<file path="src/rtl/seq_pkg.sv">
// Shared types and constants for the program sequencer: FSM state encoding,
// control opcodes, instruction field positions and the fixed memory depth.
package seq_pkg;

    typedef enum logic [2:0] {
        IDLE   = 3'd0,
        FETCH  = 3'd1,
        DECODE = 3'd2,
        ISSUE  = 3'd3,
        DONE   = 3'd4
    } state_t;

    localparam int WORD_W = 18;

    localparam logic [3:0] OP_JUMP = 4'hE;
    localparam logic [3:0] OP_HALT = 4'hF;

    localparam int OP_MSB  = 17;
    localparam int OP_LSB  = 14;
    localparam int R1_MSB  = 13;
    localparam int R1_LSB  = 11;
    localparam int R2_MSB  = 10;
    localparam int R2_LSB  = 8;
    localparam int IMM_MSB = 7;
    localparam int IMM_LSB = 0;

    // Highest valid memory index; lastIndex values above this are pulled down to it.
    localparam logic [3:0] MEM_LAST = 4'd9;

    function automatic logic [3:0] clamp_last(input logic [3:0] idx);
        return (idx > MEM_LAST) ? MEM_LAST : idx;
    endfunction

endpackage

</file>
<file path="src/rtl/instr_decode.sv">
// Purely combinational split of an 18-bit instruction word into opcode,
// two register IDs and an 8-bit immediate, plus jump/halt flags.
module instr_decode
    import seq_pkg::*;
(
    input  logic [WORD_W-1:0] instr,
    output logic [3:0]        op_code,
    output logic [2:0]        reg_id1,
    output logic [2:0]        reg_id2,
    output logic [7:0]        imm,
    output logic              is_jump,
    output logic              is_halt
);

    assign op_code = instr[OP_MSB:OP_LSB];
    assign reg_id1 = instr[R1_MSB:R1_LSB];
    assign reg_id2 = instr[R2_MSB:R2_LSB];
    assign imm     = instr[IMM_MSB:IMM_LSB];
    assign is_jump = (op_code == OP_JUMP);
    assign is_halt = (op_code == OP_HALT);

endmodule

</file>
<file path="src/rtl/program_sequencer.sv">
// Walks the ten-entry instruction memory from index 0, resolves JUMP and HALT
// locally and issues all other instructions to the execute stage.
//
// Execute handshake: execValid and the exec fields are registered and held
// stable while execValid=1; the instruction is accepted on a rising clock edge
// where execValid=1 and execReady=1, and execValid drops in the next cycle.
//
// Optional build macro: SEQ_SINGLE_STEP_EN adds a 'step' input; FETCH then
// waits for a step pulse before latching the instruction.
module program_sequencer
    import seq_pkg::*;
(
    input  logic        clock,
    input  logic        reset,
    input  logic        start,
    input  logic        abort,
`ifdef SEQ_SINGLE_STEP_EN
    input  logic        step,
`endif
    input  logic [3:0]  lastIndex,
    input  logic [17:0] instrIn,
    input  logic        execReady,
    output logic [3:0]  pc,
    output logic        execValid,
    output logic [3:0]  execOpCode,
    output logic [2:0]  execRegID1,
    output logic [2:0]  execRegID2,
    output logic [7:0]  execImm,
    output logic        busy,
    output logic        done,
    output logic        error,
    output logic [2:0]  state_dbg
);

    state_t      state;
    logic [17:0] ir;
    logic [3:0]  last_clamped;
    logic [3:0]  jump_target;
    logic        fetch_go;

    logic [3:0]  dec_op;
    logic [2:0]  dec_r1;
    logic [2:0]  dec_r2;
    logic [7:0]  dec_imm;
    logic        dec_jump;
    logic        dec_halt;

    instr_decode u_decode (
        .instr   (ir),
        .op_code (dec_op),
        .reg_id1 (dec_r1),
        .reg_id2 (dec_r2),
        .imm     (dec_imm),
        .is_jump (dec_jump),
        .is_halt (dec_halt)
    );

    assign last_clamped = clamp_last(lastIndex);
    assign jump_target  = dec_imm[3:0];
    assign state_dbg    = state;

`ifdef SEQ_SINGLE_STEP_EN
    assign fetch_go = step;
`else
    assign fetch_go = 1'b1;
`endif

    // Sequencer FSM; all outputs are registered and updated alongside the state.
    always_ff @(posedge clock or negedge reset) begin
        if (!reset) begin
            state      <= IDLE;
            pc         <= 4'd0;
            ir         <= '0;
            execValid  <= 1'b0;
            execOpCode <= 4'd0;
            execRegID1 <= 3'd0;
            execRegID2 <= 3'd0;
            execImm    <= 8'd0;
            busy       <= 1'b0;
            done       <= 1'b0;
            error      <= 1'b0;
        end else if (abort) begin
            // Abort wins over everything, including a pending handshake.
            state     <= IDLE;
            pc        <= 4'd0;
            execValid <= 1'b0;
            error     <= 1'b0;
            busy      <= 1'b0;
            done      <= 1'b0;
        end else begin
            case (state)
                IDLE, DONE: begin
                    if (start) begin
                        state <= FETCH;
                        pc    <= 4'd0;
                        error <= 1'b0;
                        busy  <= 1'b1;
                        done  <= 1'b0;
                    end
                end
                FETCH: begin
                    if (fetch_go) begin
                        ir    <= instrIn;
                        state <= DECODE;
                    end
                end
                DECODE: begin
                    if (dec_halt) begin
                        state <= DONE;
                        busy  <= 1'b0;
                        done  <= 1'b1;
                    end else if (dec_jump) begin
                        if (jump_target > last_clamped) begin
                            error <= 1'b1;
                            state <= DONE;
                            busy  <= 1'b0;
                            done  <= 1'b1;
                        end else begin
                            pc    <= jump_target;
                            state <= FETCH;
                        end
                    end else begin
                        execValid  <= 1'b1;
                        execOpCode <= dec_op;
                        execRegID1 <= dec_r1;
                        execRegID2 <= dec_r2;
                        execImm    <= dec_imm;
                        state      <= ISSUE;
                    end
                end
                ISSUE: begin
                    if (execReady) begin
                        execValid <= 1'b0;
                        // >= keeps pc in range even if lastIndex shrinks mid-run.
                        if (pc >= last_clamped) begin
                            state <= DONE;
                            busy  <= 1'b0;
                            done  <= 1'b1;
                        end else begin
                            pc    <= pc + 4'd1;
                            state <= FETCH;
                        end
                    end
                end
                default: begin
                    state     <= IDLE;
                    pc        <= 4'd0;
                    execValid <= 1'b0;
                    busy      <= 1'b0;
                    done      <= 1'b0;
                end
            endcase
        end
    end

endmodule

</file>
<file path="config.mk">
export PLATFORM = sky130hd
export DESIGN_NAME = program_sequencer
export DESIGN_NICKNAME = d
export VERILOG_FILES = /design/src/rtl/seq_pkg.sv /design/src/rtl/instr_decode.sv /design/src/rtl/program_sequencer.sv
export SDC_FILE = /design/constraint.sdc
export NUM_CORES = 1
export LEC_CHECK = 0
export BUFFER_PORTS_ARGS = -buffer_cell sky130_fd_sc_hd__buf_2
export CORE_ASPECT_RATIO = 0.9
export CORE_UTILIZATION = 57
export CTS_BUF_LIST = sky130_fd_sc_hd__clkbuf_16
export CTS_CLUSTER_DIAMETER = 50
export DETAILED_ROUTE_END_ITERATION = 8
export PLACE_DENSITY_LB_ADDON = 0.15
export SYNTH_ARGS = -nofsm -noshare
export SYNTH_HDL_FRONTEND = slang
export SYNTH_SLANG_ARGS = --single-unit
</file>
<file path="constraint.sdc">
create_clock -name clock -period 3.9 [get_ports clock]
set_input_delay 0.195 -clock clock [delete_from_list [all_inputs] [get_ports clock]]
set_output_delay 0.195 -clock clock [all_outputs]
set_load 0.1 [all_outputs]
</file>
# ---- After elaboration in Yosys (flattened, before gate mapping)
# Cells that the tools add are included.
dict set report op_classes {
  bitwise 3
  eq_ne 19
  mux 41
  add_sub_neg 1
  reduce_logical 11
  magnitude_cmp 3
}
# op count
set op_table {}
lappend op_table {{4-bit 2-to-1 mux} 8}
lappend op_table {{3-bit != test (second input constant)} 9}
lappend op_table {{3-bit 2-to-1 mux} 7}
lappend op_table {{1-bit 2-to-1 mux} 20}
lappend op_table {{4-bit case mux with 4 select lines} 1}
lappend op_table {{3-bit case mux with 4 select lines} 1}
lappend op_table {{4-bit equality test (second input constant)} 2}
lappend op_table {{4-bit != test (second input constant)} 2}
lappend op_table {{1-bit case mux with 4 select lines} 2}
lappend op_table {{4-bit AND reduction} 2}
lappend op_table {{7-bit AND reduction} 1}
lappend op_table {{3-bit by 2-bit equality test with 1-bit output (second input constant)} 2}
lappend op_table {{6-bit AND reduction} 1}
lappend op_table {{5-bit AND reduction} 1}
lappend op_table {{4-bit by 1-bit adder with 4-bit output (second input constant)} 1}
lappend op_table {{4-bit greater-or-equal comparator} 1}
lappend op_table {{4-bit greater-than comparator} 1}
lappend op_table {{4-bit greater-than comparator (second input constant)} 1}
lappend op_table {{2-bit AND reduction} 2}
lappend op_table {{3-bit by 1-bit equality test with 1-bit output (second input constant)} 1}
lappend op_table {{3-bit equality test (second input constant)} 1}
lappend op_table {{3-bit logical NOT} 1}
lappend op_table {{1-bit NOT} 3}
lappend op_table {{1-bit case mux with 3 select lines} 1}
lappend op_table {{other kinds (6)} 6}
dict set report totals {
  wordCells 89
  inputBits 27
  output_inout_bits 29
  regBits 47
}

# ---- Logic depth before layout (Yosys ltp)
dict set report logic_depth {
  word_depth 8
  depth_mapped 9
  depth_no_buf 8
}

# ---- Hierarchy
# Synthesis repeated with hierarchy kept, for this count alone.
dict set report unflattened {
  hier_cells 201
  area_unflattened_um2 2441.1
}
# mod cells_each seq_area_each_um2 area_per_inst_um2 instances
set by_module_without_submodules {}
lappend by_module_without_submodules {program_sequencer 181 1176.1 2285.9 1}
lappend by_module_without_submodules {instr_decode 20 0.0 155.1 1}

# ---- Least setup slack after synthesis
# OpenSTA, ideal clock, no wires.
dict set report synth_path {
  kind {register -> register}
  start {reg pc[0]}
  end {reg pc[1]}
  n_path_buf 0
  setup_ns 0.126
  slack_ns 1.155
  required_ns 3.774
  synth_period_minus_slack_ns 2.745
  arrival_ns 2.619
  path_stages_with_launch 8
  cell_sequence {dfrtp_1 inv_1 ha_1 nand2b_1 a2111o_1 a31oi_1 o21bai_1 o32a_1}
}
dict set report synth_between {
  elab_chain_len 5
  elab_cells_between_ends 8
  classes_between {add/sub (1); order compare (1); eq/ne (1); mux (4); reduce/logical (1)}
}
# element line_no
set synth_lines {}
lappend synth_lines {{start, declared} program_sequencer.sv:23} ;# output logic [3:0] pc,
lappend synth_lines {{start signal, assigned} program_sequencer.sv:119} ;# pc <= jump_target;
lappend synth_lines {{start signal, assigned} program_sequencer.sv:140} ;# pc <= pc + 4'd1;
lappend synth_lines {{4-bit by 1-bit adder with 4-bit output} program_sequencer.sv:140}
lappend synth_lines {{4-bit 2-to-1 mux} program_sequencer.sv:135} ;# if (pc >= last_clamped) begin
lappend synth_lines {{4-bit 2-to-1 mux} program_sequencer.sv:132} ;# if (execReady) begin
lappend synth_lines {{4-bit case mux with 4 select lines} program_sequencer.sv:91} ;# case (state)
lappend synth_lines {{4-bit 2-to-1 mux} program_sequencer.sv:82} ;# end else if (abort) begin
# Parallel ways exist; a longest one is shown, timed or not. The select of a mux whose other input is x is not followed.
# A chain may end at the register's enable or synchronous reset.

# ---- Final worst setup path
dict set report layout_path {
  start {reg state[0] (netlist: state_dbg[0])}
  end {reg execOpCode[2]}
}
dict set report layout_between {
  elab_chain_len 2
}
# element line_no
set layout_lines {}
lappend layout_lines {{start, declared} program_sequencer.sv:35} ;# state_t state;
lappend layout_lines {{start signal, assigned} program_sequencer.sv:71} ;# state <= IDLE;
lappend layout_lines {{start signal, assigned} program_sequencer.sv:84} ;# state <= IDLE;
lappend layout_lines {{start signal, assigned} program_sequencer.sv:94} ;# state <= FETCH;
lappend layout_lines {{3-bit by 2-bit equality test with 1-bit output} program_sequencer.sv:91}
lappend layout_lines {{4-bit AND reduction (no source line)} -}
lappend layout_lines {{end signal, assigned} program_sequencer.sv:124} ;# execOpCode <= dec_op;
lappend layout_lines {{end, declared} program_sequencer.sv:25} ;# output logic [3:0] execOpCode,
# Every way passes these cells.

==> results.py <==
metrics = {
    "cells_and_area": {
        "layout-drive-gt1-share_pct": 33.0,
        "synthToLayoutAreaGrowth_pct": 18.7,
        "antennaDiodeCount": 0,
        "seqCellArea_sq_um": 1180,
        "multi_input_area_sq_um": 997,
        "num-fill-cells": 289,
        "post-route-util_pct": 71.8,
        "instances_no_fill": 319,
        "layout.nets": 308,
    },
    "sta": {
        "setup_violations": 0,
        "slew_headroom_pct": 31.2,
        "rsz0062_at_grt": "false",
        "slew_violations": 0,
        "fmax_mhz": 415,
        "finalClockSkew_ns": 0.00467,
        "final_hold_viol_count": 0,
        "worstMarginPinSlew_ns": 1.03,
        "final.setup.tns_ns": 0,
        "period_minus_slack_ns": 2.41,
        "post-route-period-util_pct": 61.8,
    },
    "worst_setup_path": {
        "worst-path-stages": 3,
        "cpPeakStageDelay_ns": 0.83,
        "worstPathArrival_ns": 2.64,
        "path_cells": "nor4_1 > and2_0 > o22a_1",
        "worst_path_max_delay_cell": "nor4_1",
        "cp-start-kind": "flip-flop",
        "cp_max_fo": 16,
        "worst_ep_required_time_ns": 4.13,
        "cp_top_family": "simple AND/OR/NAND/NOR gates",
        "path_buf_inv": 0,
        "end_kind": "flip-flop",
        "crit_type": "reg2reg",
        "ff2ff_path_depth": 3,
    },
    "detailed_routing": {
        "remaining_drc_errors": 0,
        "vias_per_cell": 5.83,
        "vias": 1861,
        "routedWlPerCell_um": 14.9,
        "ant_nets": 0,
        "routed_wl_um": 4750,
        "firstDrtPassIters": 4,
        "drtIter0Drc": 110,
    },
    "placed_design": {
        "place_inst": 311,
        "dp_hpwl_um": 3350,
        "io_buffer_count": 55,
        "gp_congestion": 0.848,
    },
    "clock_network": {
        "numCtsBuffers": 5,
        "cts_sinks": 47,
        "cts-resized-gates": 0,
        "clk_latency_ns": 0.29,
        "cts-root-buf": "clkbuf_16",
        "postCtsSetupBuffers": 0,
        "cts_tree": "yes",
        "clock_path_buffers": 2,
        "cts_hold_buf": 0,
        "path_clk_slew_ns": 0.06,
        "htree_levels": 2,
    },
    "yosys": {
        "seq_area_frac_synth_pct": 51.8,
        "synth-seq-cells": 47,
        "syn-num-nets": 256,
        "syn_avg_cell_area_sq_um": 10.3,
        "yosysTopAreaCellShare_pct": 51.8,
        "synth_largest_area_cell": "dfrtp_1",
        "syn_inst": 220,
        "synth_area_leaders": "dfrtp_1, nand2_1, mux2_2",
        "synth.cell_area_sq_um": 2270,
        "synth_cell_types": 42,
        "synth-warning-count": 0,
    },
    "global_routing": {
        "overflow": 0,
        "grt_pass1_wl_um": 7310,
        "grt_max_degree": 48,
        "grt_pass1_vias": 1671,
        "track_usage_pct": 24.0,
        "antenna_found_initial": 0,
    },
    "floorplan": {
        "die_y_um": 61.9,
        "core-area_sq_um": 3760,
        "fp.dieW_um": 68.6,
        "pin_count": 56,
        "dieArea_sq_um": 4240,
        "start_util_pct": 60.5,
        "rows": 21,
    },
    "flow_run": {
        "max_cap_violations": 0,
    },
    "outcome": {
        "status": "finished, final reports clean",
    },
    "worst_hold_path": {
        "hp-class": "in2async",
    },
}
sequential cells by signal, summed over array words and instances, names as in the netlist:
signal,count
ir,18
execImm,8
execOpCode,4
pc,4
execRegID1,3
execRegID2,3
state_dbg,3
busy,1
done,1
error,1
execValid,1
final timing paths:
kind / startpoint / slack (ns) / endpoint
min in group clock: instrIn[1] / 0.11 / ir[1]
setup / recovery: state_dbg[0] / 1.49 / execOpCode[2]
setup reg to reg: state_dbg[0] / 1.49 / execOpCode[2]
hold / removal: reset / 0.08 / busy
max in group asynchronous: reset / 3.17 / execImm[7]
hold reg to reg: ir[5] / 0.47 / execImm[5]
per-stage QoR:
stage | hold slack (ns) | setup slack (ns) | area, sq um
floorplan | -0.101 | 1.15 | 2270
global placement | 0.402 | 1.48 | 2550
detailed placement | 0.404 | 1.52 | 2550
CTS | 0.110 | 1.49 | 2700
global route | 0.130 | 1.30 | 2700
finish | 0.0775 | 1.49 | 2700
cell usage in the layout, fill, tap and decap left out, types with 2 or more instances in the layout:
master and count:
a21oi_1 8, nor3_1 2, nand4_1 2, nor4_1 2, nor2_1 6, dfrtp_1 47
nand3_1 2, or2_2 4, nand2b_1 4, a31oi_1 5, nand2_1 51, mux2_2 16
o22a_1 4, clkinv_4 2, ha_1 9, inv_1 10, o21ai_0 12, buf_2 55
o32a_1 3, clkbuf_16 5, xnor2_1 2
cells by family after synthesis:
group                      share of synthesized area (%)
muxes                                               7.93
AOI/OAI and AO/OA                                   13.9
adders and majority gates                           4.96
DFF                                                 51.8
buffers and inverters                               4.63
xor gates and xnor gates                           0.771
and+or+nand+nor                                     16.1
per-layer routing:
| layer | track usage, % | up-vias | part of all wire, % | wire length (um) |
|---|---|---|---|---|
| met1 | 32.6 | 916 | 47 | 2210 |
| met2 | 38.7 | 60 | 47 | 2230 |
| met3 | 4.56 | 11 | 4.8 | 228 |
| met4 | 8.93 | 0 | 1.6 | 78 |
| met5 | 0 | - | 0 | 0 |
| li1 | - | 874 | - | - |
cell usage after synthesis:
cell	count
nor3b_1	1
o22a_1	4
or4_1	1
nand4_1	2
a311oi_2	1
a21oi_1	8
a2111oi_1	1
buf_6	2
nand2_1	51
o22ai_1	1
nand2_2	1
o32ai_1	1
nand2b_1	4
mux2_2	16
nor3_1	2
and3b_1	1
a2111o_1	1
o21ai_0	12
clkbuf_1	2
xnor2_1	2
o21bai_1	1
a32o_1	1
o32a_1	3
and3_1	1
inv_1	9
a311o_1	1
and2_0	1
ha_1	9
a31o_2	1
nor4_1	3
buf_2	6
inv_2	1
buf_4	1
o21a_1	1
dfrtp_1	47
a31oi_1	5
or2_2	4
a2111oi_2	1
nand3_1	2
o21a_2	1
or2b_1	1
nor2_1	6
final cells by class:
cell class	instances	area share, %
Clock buffer	5	4.64
Multi-Input combinational cell	152	37.0
Clock inverter	3	0.788
Inverter	10	1.39
Timing Repair Buffer	56	10.5
Tap cell	46	2.13
Sequential cell	47	43.6
Power is left out: the tool's default activity adds up to more than one toggle a clock period on the data nets, which glitch-free logic cannot reach.
